===== src/rtl/wb_forward_unit_pkg.sv =====
// Shared definitions for the writeback pipeline and forwarding unit:
// entry layout widths and the forwarding-source classification.
package wb_forward_unit_pkg;

  localparam int MAX_DEPTH = 4;
  localparam int CTRL_BITS = 3;  // valid, wrtEn, isLoad

  typedef enum logic [1:0] {
    SRC_RF     = 2'd0,
    SRC_DATA   = 2'd1,
    SRC_MEM    = 2'd2,
    SRC_HAZARD = 2'd3
  } fwd_src_e;

  function automatic int entry_width(input int dbits, input int ribw);
    return CTRL_BITS + ribw + dbits;
  endfunction

  // Where a matching entry's value comes from, given its stage and the load stage.
  function automatic fwd_src_e match_source(input logic is_load, input int stage,
                                            input int load_stage);
    fwd_src_e src;
    if (!is_load) begin
      src = SRC_DATA;
    end else if (stage < load_stage) begin
      src = SRC_HAZARD;
    end else if (stage == load_stage) begin
      src = SRC_MEM;
    end else begin
      src = SRC_DATA;
    end
    return src;
  endfunction

endpackage


===== src/rtl/wb_forward_unit_pipe_entry_reg.sv =====
// One in-flight result stage: packed entry register with bubble insertion and,
// when it follows the load stage, capture of memory read data for loads.
module pipe_entry_reg
  import wb_forward_unit_pkg::*;
#(
  parameter int DBITS   = 32,
  parameter int RIBW    = 4,
  parameter bit CAPTURE = 1'b0
) (
  input  logic             clk,
  input  logic             reset,
  input  logic             bubble,
  input  logic             in_valid,
  input  logic             in_wrtEn,
  input  logic             in_isLoad,
  input  logic [RIBW-1:0]  in_dr,
  input  logic [DBITS-1:0] in_data,
  input  logic [DBITS-1:0] mem_dOut,
  output logic             q_valid,
  output logic             q_wrtEn,
  output logic             q_isLoad,
  output logic [RIBW-1:0]  q_dr,
  output logic [DBITS-1:0] q_data
);

  localparam int ENTRY_W = entry_width(DBITS, RIBW);

  logic [DBITS-1:0]   data_next;
  logic [ENTRY_W-1:0] entry_next;
  logic [ENTRY_W-1:0] entry_q;

  // A load leaving the load stage takes the memory read data as its result.
  always_comb begin
    if (CAPTURE && in_isLoad) begin
      data_next = mem_dOut;
    end else begin
      data_next = in_data;
    end
  end

  always_comb begin
    entry_next = {in_valid & ~bubble, in_wrtEn, in_isLoad, in_dr, data_next};
  end

  always_ff @(posedge clk or negedge reset) begin
    if (!reset) begin
      entry_q <= '0;
    end else begin
      entry_q <= entry_next;
    end
  end

  assign {q_valid, q_wrtEn, q_isLoad, q_dr, q_data} = entry_q;

endmodule


===== src/rtl/wb_forward_unit.sv =====
// Writeback pipeline of DEPTH result stages with youngest-match operand
// forwarding, load-use interlock, issue squash on flush and register-file retire.
module wb_forward_unit
  import wb_forward_unit_pkg::*;
#(
  parameter int DBITS               = 32,
  parameter int REG_INDEX_BIT_WIDTH = 4,
  parameter int DEPTH               = 1,
  parameter int LOAD_STAGE          = 1
) (
  input  logic                           clk,
  input  logic                           reset,
  input  logic                           issue_valid,
  input  logic                           issue_wrtEn,
  input  logic                           issue_isLoad,
  input  logic [REG_INDEX_BIT_WIDTH-1:0] issue_dr,
  input  logic [DBITS-1:0]               issue_data,
  input  logic [REG_INDEX_BIT_WIDTH-1:0] sr1,
  input  logic [REG_INDEX_BIT_WIDTH-1:0] sr2,
  input  logic                           use_sr1,
  input  logic                           use_sr2,
  input  logic [DBITS-1:0]               sr1_rf,
  input  logic [DBITS-1:0]               sr2_rf,
  input  logic [DBITS-1:0]               mem_dOut,
  input  logic                           flush,
  output logic [DBITS-1:0]               fwd1,
  output logic [DBITS-1:0]               fwd2,
  output logic                           stall,
  output logic                           wb_wrtEn,
  output logic [REG_INDEX_BIT_WIDTH-1:0] wb_dr,
  output logic [DBITS-1:0]               wb_data
);

  localparam int RIBW = REG_INDEX_BIT_WIDTH;

  logic [DEPTH:1]   st_valid;
  logic [DEPTH:1]   st_wrtEn;
  logic [DEPTH:1]   st_isLoad;
  logic [RIBW-1:0]  st_dr   [1:DEPTH];
  logic [DBITS-1:0] st_data [1:DEPTH];

  // Stage 1 takes the issuing instruction; later stages shift from their predecessor.
  for (genvar g = 1; g <= DEPTH; g++) begin : g_stage
    if (g == 1) begin : g_head
      pipe_entry_reg #(
        .DBITS  (DBITS),
        .RIBW   (RIBW),
        .CAPTURE(1'b0)
      ) u_entry (
        .clk      (clk),
        .reset    (reset),
        .bubble   (stall | flush),
        .in_valid (issue_valid),
        .in_wrtEn (issue_wrtEn),
        .in_isLoad(issue_isLoad),
        .in_dr    (issue_dr),
        .in_data  (issue_data),
        .mem_dOut (mem_dOut),
        .q_valid  (st_valid[g]),
        .q_wrtEn  (st_wrtEn[g]),
        .q_isLoad (st_isLoad[g]),
        .q_dr     (st_dr[g]),
        .q_data   (st_data[g])
      );
    end else begin : g_tail
      pipe_entry_reg #(
        .DBITS  (DBITS),
        .RIBW   (RIBW),
        .CAPTURE((g - 1) == LOAD_STAGE)
      ) u_entry (
        .clk      (clk),
        .reset    (reset),
        .bubble   (1'b0),
        .in_valid (st_valid[g-1]),
        .in_wrtEn (st_wrtEn[g-1]),
        .in_isLoad(st_isLoad[g-1]),
        .in_dr    (st_dr[g-1]),
        .in_data  (st_data[g-1]),
        .mem_dOut (mem_dOut),
        .q_valid  (st_valid[g]),
        .q_wrtEn  (st_wrtEn[g]),
        .q_isLoad (st_isLoad[g]),
        .q_dr     (st_dr[g]),
        .q_data   (st_data[g])
      );
    end
  end

  // One priority chain per source operand; scanning oldest to youngest lets the youngest hit win.
  for (genvar s = 0; s < 2; s++) begin : g_fwd
    logic [RIBW-1:0]  idx;
    logic             use_src;
    logic [DBITS-1:0] rf;
    logic [DBITS-1:0] value;
    logic             hazard;
    logic             hit;
    fwd_src_e         kind;

    assign idx     = (s == 0) ? sr1 : sr2;
    assign use_src = (s == 0) ? use_sr1 : use_sr2;
    assign rf      = (s == 0) ? sr1_rf : sr2_rf;

    always_comb begin
      value  = rf;
      hazard = 1'b0;
      hit    = 1'b0;
      kind   = SRC_RF;
      for (int i = DEPTH; i >= 1; i--) begin
        hit    = st_valid[i] & st_wrtEn[i] & use_src & (st_dr[i] == idx);
        kind   = match_source(st_isLoad[i], i, LOAD_STAGE);
        value  = hit ? ((kind == SRC_MEM) ? mem_dOut : st_data[i]) : value;
        hazard = hit ? (kind == SRC_HAZARD) : hazard;
      end
    end
  end

  assign fwd1  = g_fwd[0].value;
  assign fwd2  = g_fwd[1].value;
  assign stall = issue_valid & ~flush & (g_fwd[0].hazard | g_fwd[1].hazard);

  // Retire from the oldest stage; a load still in its load stage writes the live memory data.
  always_comb begin
    wb_wrtEn = st_valid[DEPTH] & st_wrtEn[DEPTH];
    wb_dr    = st_dr[DEPTH];
    if (st_isLoad[DEPTH] && (LOAD_STAGE == DEPTH)) begin
      wb_data = mem_dOut;
    end else begin
      wb_data = st_data[DEPTH];
    end
  end

endmodule


===== config.mk =====
export PLATFORM = sky130hd
export DESIGN_NAME = wb_forward_unit
export DESIGN_NICKNAME = d
export VERILOG_FILES = /design/src/rtl/wb_forward_unit_pkg.sv /design/src/rtl/wb_forward_unit_pipe_entry_reg.sv /design/src/rtl/wb_forward_unit.sv
export SDC_FILE = /design/constraint.sdc
export NUM_CORES = 1
export LEC_CHECK = 0
export ABC_CLOCK_PERIOD_IN_PS = 4600
export CAP_MARGIN = 20
export CORE_AREA = 2 2 97 99
export DETAILED_ROUTE_END_ITERATION = 8
export DIE_AREA = 0 0 99 101
export GPL_ROUTABILITY_DRIVEN = 0
export GPL_TIMING_DRIVEN = 0
export PLACE_DENSITY = 0.82
export SYNTH_ARGS = -nofsm -noshare
export SYNTH_HDL_FRONTEND = slang
export SYNTH_SLANG_ARGS = --single-unit

===== constraint.sdc =====
create_clock -name clk -period 4.6 [get_ports clk]
set_clock_uncertainty 0.1 [all_clocks]
set_input_delay 0.46 -clock clk [delete_from_list [all_inputs] [get_ports clk]]
set_output_delay 0.46 -clock clk [all_outputs]
set_load 0.05 [all_outputs]

=== Word level (Yosys, flattened, before mapping) ===
Index checks and enable logic that the tools add are counted.

* Eq/ne operators: 4
* Mux-type cells: 7
* Bitwise operators: 12

{| class="wikitable"
|+ Operators with widths
! operator !! number
|-
| $mux W32 || 4
|-
| $and A1 B1 Y1 || 8
|-
| $eq A4 B4 Y1 || 2
|-
| $eq A2 B2 Y1 const B || 2
|-
| $mux W1 || 2
|-
| $mux W2 || 1
|-
| $not A1 Y1 || 2
|-
| $or A1 B1 Y1 || 2
|}

* Bits in registers: 39
* Bits of input ports: 148

=== Longest topological paths before layout ===
Gate-level depths: netlist of run 1.

* Word-level depth: 9
* Mapped depth: 5
* Gate-level depth less buffers: 4

=== Hierarchy ===
From an unflattened synthesis of run 1, not the netlist that was laid out.

* Cells, all modules: 161
* Area total of the unflattened synthesis: 2524.9 um^2

{| class="wikitable"
|+ By module, submodules not included
! module !! instances !! cells each !! area each (um^2) !! seq. area each (um^2)
|-
| wb_forward_unit || 1 || 121 || 1535.2 || 0.0
|-
| pipe_entry_reg || 1 || 40 || 989.7 || 975.9
|}

=== Least setup slack after synthesis of run 1 ===
OpenSTA, ideal clock, no wires.

* Kind: register to output
* Start point: register g_stage[1].g_head.u_entry.entry_q[36]
* End point: output port fwd2[29]
* Arrival time: 1720 ps
* Path slack: 2320 ps
* Cell stages (with the launch flop): 5
* Cell sequence: dfrtp_1 > clkbuf_1 > buf_2 > mux2_1 > mux2_2

* Longest elaborated chain between the ends: 4

{| class="wikitable"
|+ Ends and longest elaborated chain
! element !! RTL line !! RTL
|-
| start: declaration || wb_forward_unit_pipe_entry_reg.sv:30 || <nowiki>logic [ENTRY_W-1:0] entry_q;</nowiki>
|-
| start signal: assignment || wb_forward_unit_pipe_entry_reg.sv:49 || <nowiki>entry_q <= entry_next;</nowiki>
|-
| $mux W2 || wb_forward_unit_pkg.sv:23 || <nowiki>if (!is_load) begin</nowiki>
|-
| $eq A2 B2 Y1 || wb_forward_unit.sv:111 || <nowiki>value = hit ? ((kind == SRC_MEM) ? mem_dOut : st_data[i]) : value;</nowiki>
|-
| $mux W32 (2 in a row) || wb_forward_unit.sv:111 ||
|-
| end: declaration || wb_forward_unit.sv:27 || <nowiki>output logic [DBITS-1:0] fwd2,</nowiki>
|}

Every way passes these cells.

=== Final worst setup path of run 1 ===
* Start point: input port sr2[3]
* End point: output port fwd2[2]

* Longest elaborated chain between the ends: 3

{| class="wikitable"
|+ Ends and longest elaborated chain
! element !! RTL line !! RTL
|-
| start: declaration || wb_forward_unit.sv:19 || <nowiki>input logic [REG_INDEX_BIT_WIDTH-1:0] sr2,</nowiki>
|-
| $eq A4 B4 Y1 || wb_forward_unit.sv:109 || <nowiki>hit = st_valid[i] & st_wrtEn[i] & use_src & (st_dr[i] == idx);</nowiki>
|-
| $and A1 B1 Y1 || wb_forward_unit.sv:109 ||
|-
| $mux W32 || wb_forward_unit.sv:111 ||
|}

Every way passes these cells.

==> results.py, run 1 <==
metrics = {
    "worst_setup_path": {
        "start_kind": "input port",
        "end_kind": "output pin",
        "crit_path_max_fanout": 10,
        "arrival_ps": 2750,
        "path_class": "in2out",
        "worstPathRequired_ps": 4040,
    },
    "yosys": {
        "netlist_instances": 165,
        "synth_top_area_share_pct": 39.6,
        "yosysMostFrequentCell": "mux2_2",
        "synth_top_area_cell": "dfrtp_1",
        "syn_area_per_cell_um2": 14.9,
        "synth_cell_types": 15,
        "ys_ff_latch": 39,
        "synth_area_um2": 2460,
        "ys.flop_type": "dfrtp_1",
        "ys_top_cells_by_count": "mux2_2, dfrtp_1, mux2_4",
        "synth_area_leaders": "dfrtp_1, mux2_2, mux2_4",
        "async_flop_share_pct": 100,
        "yosysSeqAreaShare_pct": 39.6,
        "syn_nets": 313,
        "synth_edf_count": 0,
        "synth_warnings": 0,
    },
    "drt": {
        "vias": 2359,
        "vias_per_cell": 4.42,
        "ant_nets": 0,
        "wl_um": 8950,
        "initialDrtViolationCount": 25,
        "drc": 0,
        "wire_per_inst_um": 16.8,
        "drt_pass1_iterations": 4,
    },
    "layout": {
        "top_regs": "g_stage.g_head.u_entry.entry_q x39",
        "insertedDiodeCount": 0,
        "area_growth_syn_to_layout_pct": 112,
        "largest_register_ffs": 39,
        "fin_cells": 534,
        "layout-drive-gt1-share_pct": 27.7,
        "top_register": "g_stage.g_head.u_entry.entry_q",
        "fin_nets": 570,
    },
    "place": {
        "hpwl_um": 7660,
        "place_ws_ps": 1250,
        "placed_cells": 525,
        "numPortBuffers": 248,
    },
    "power": {
        "p_leak_nw": 2.22,
        "irDropWorstVdd_v": 0.000142,
        "p_total_w": 0.00121,
        "p_per_area_nw_per_um2": 232,
    },
    "sta": {
        "tns_ps": 0,
        "finalMaxSlewViolations": 0,
        "hold-worst-slack_ps": 495,
        "rsz0062_at_grt": "false",
        "finalSetupViolCount": 0,
        "fin_crit_sh_pct": 72.1,
        "worst_slack_ps": 1290,
        "worst_pin_slew_ps": 543,
        "fmax_ghz": 0.302,
        "slew_headroom_pct": 63.7,
        "fin_crit_ps": 3310,
        "finalHoldViolations": 0,
    },
    "clocking": {
        "cts_resized": 0,
        "htreeDepth": 2,
        "cts_tree": "built",
        "postCtsSetupRepairBufs": 0,
        "cts_hold_buf": 1,
        "clockRootBuffer": "clkbuf_8",
        "cts_buffers": 5,
        "numClockSinks": 39,
        "cts.clk_slew.worst_paths_ps": 90,
        "cts_buffer_depth": 2,
    },
    "grt": {
        "grt_antenna_before_repair": 0,
        "grt_use_total_pct": 17.6,
        "grt_pass1_wl_um": 13700,
        "overflow": 0,
        "grt_max_degree": 25,
        "grt_pass1_vias": 2712,
    },
    "floorplan": {
        "fp.dieArea_um2": 10000,
        "rows": 35,
        "die_w_um": 99,
        "die_h_um": 101,
        "ioPinCount": 250,
        "floorplan.initialDensity_pct": 27.4,
        "core-area_um2": 8980,
    },
    "worst_hold_path": {
        "min_path_type": "in2reg",
    },
    "run_status": {
        "status": "completed",
    },
    "run": {
        "cap_violations": 0,
    },
}
==> layer usage <==
layer	vias to the layer above	share of wire (%)	track usage, %
met3	8	8.1	5.34
li1	1097	-	-
met2	129	56	34.5
met5	-	0	0
met4	0	1.1	4.00
met1	1125	35	18.2
==> critical path, stage by stage <==
cell             delay, ps
clkdlybuf4s50_1        430
xor2_1                 180
nor3_2                 260
nand4_4                180
buf_6                  200
mux2_2                 230
clkdlybuf4s50_1        810
==> path summary, 6_finish.rpt <==
path,from,endpoint,slack [ps],depth (start not counted)
worst max-delay path,sr2[3],fwd2[2],1290,7
max in group asynchronous,reset,g_stage[1].g_head.u_entry.entry_q[19]$_DFF_PN0_,3410,3
worst min-delay path,issue_dr[2],g_stage[1].g_head.u_entry.entry_q[34]$_DFF_PN0_,500,1
min in group asynchronous,reset,g_stage[1].g_head.u_entry.entry_q[33]$_DFF_PN0_,510,2
==> cells in the final DEF, fill, tap and decap left out, types with 2 or more instances in the layout <==
master and n:
xnor2_1 2, mux2_2 53, nor3_2 2, clkbuf_8 6
mux2_4 35, clkdlybuf4s50_1 247, dfrtp_1 39, buf_2 4
nand4_4 2, xor2_1 6, buf_4 5, mux2_1 8
buf_6 6
==> layout make-up <==
class | count | area (um2)
multi-input combinational | 111 | 1360
clock buffer | 6 | 82.6
sequential | 39 | 976
clock inverter | 2 | 35.0
buffer | 15 | 124
timing repair buffer | 250 | 2510
fill | 766 | 3750
tap | 111 | 139
==> cells by family after synthesis <==
group / count (synthesis) / synth area share, %
mux: 96 / 49.2
flops: 39 / 39.6
buf+inv: 15 / 5.03
xor+xnor: 8 / 2.85
simple gates: 6 / 3.10
other cells: 1 / 0.152
==> metrics by stage <==
step           utilization (%)  cell area [um2]
3_5_place_dp              56.8             5100
6_report                  58.2             5230
2_1_floorplan                -             2460
5_1_grt                   58.2             5230
3_3_place_gp              56.6             5080
4_1_cts                   58.2             5230
==> power by group <==
| group | internal, W | total [W] | switching [W] |
|---|---|---|---|
| registers | 0.000360 | 0.000365 | 0.00000558 |
| clock network | 0.000176 | 0.000303 | 0.000127 |
| logic | 0.000258 | 0.000545 | 0.000287 |
Power figures use the tool's default switching activity.
==> run 2, diff against run 1 <==
Settings changed: ABC_CLOCK_PERIOD_IN_PS 4600 to 3300.
Clock period 4.6 ns to 3.3 ns, I/O delays scaled along.
==> results of run 2 <==
The final DEF is identical to that of run 1. Status: completed.
Among the figures that moved: setup slack after placement 1250 ps -> 214 ps; setup slack after layout 1290 ps -> 246 ps; hold slack 495 ps -> 365 ps; total power 0.00121 W -> 0.00169 W; worst IR drop on VDD 0.000142 V -> 0.000198 V
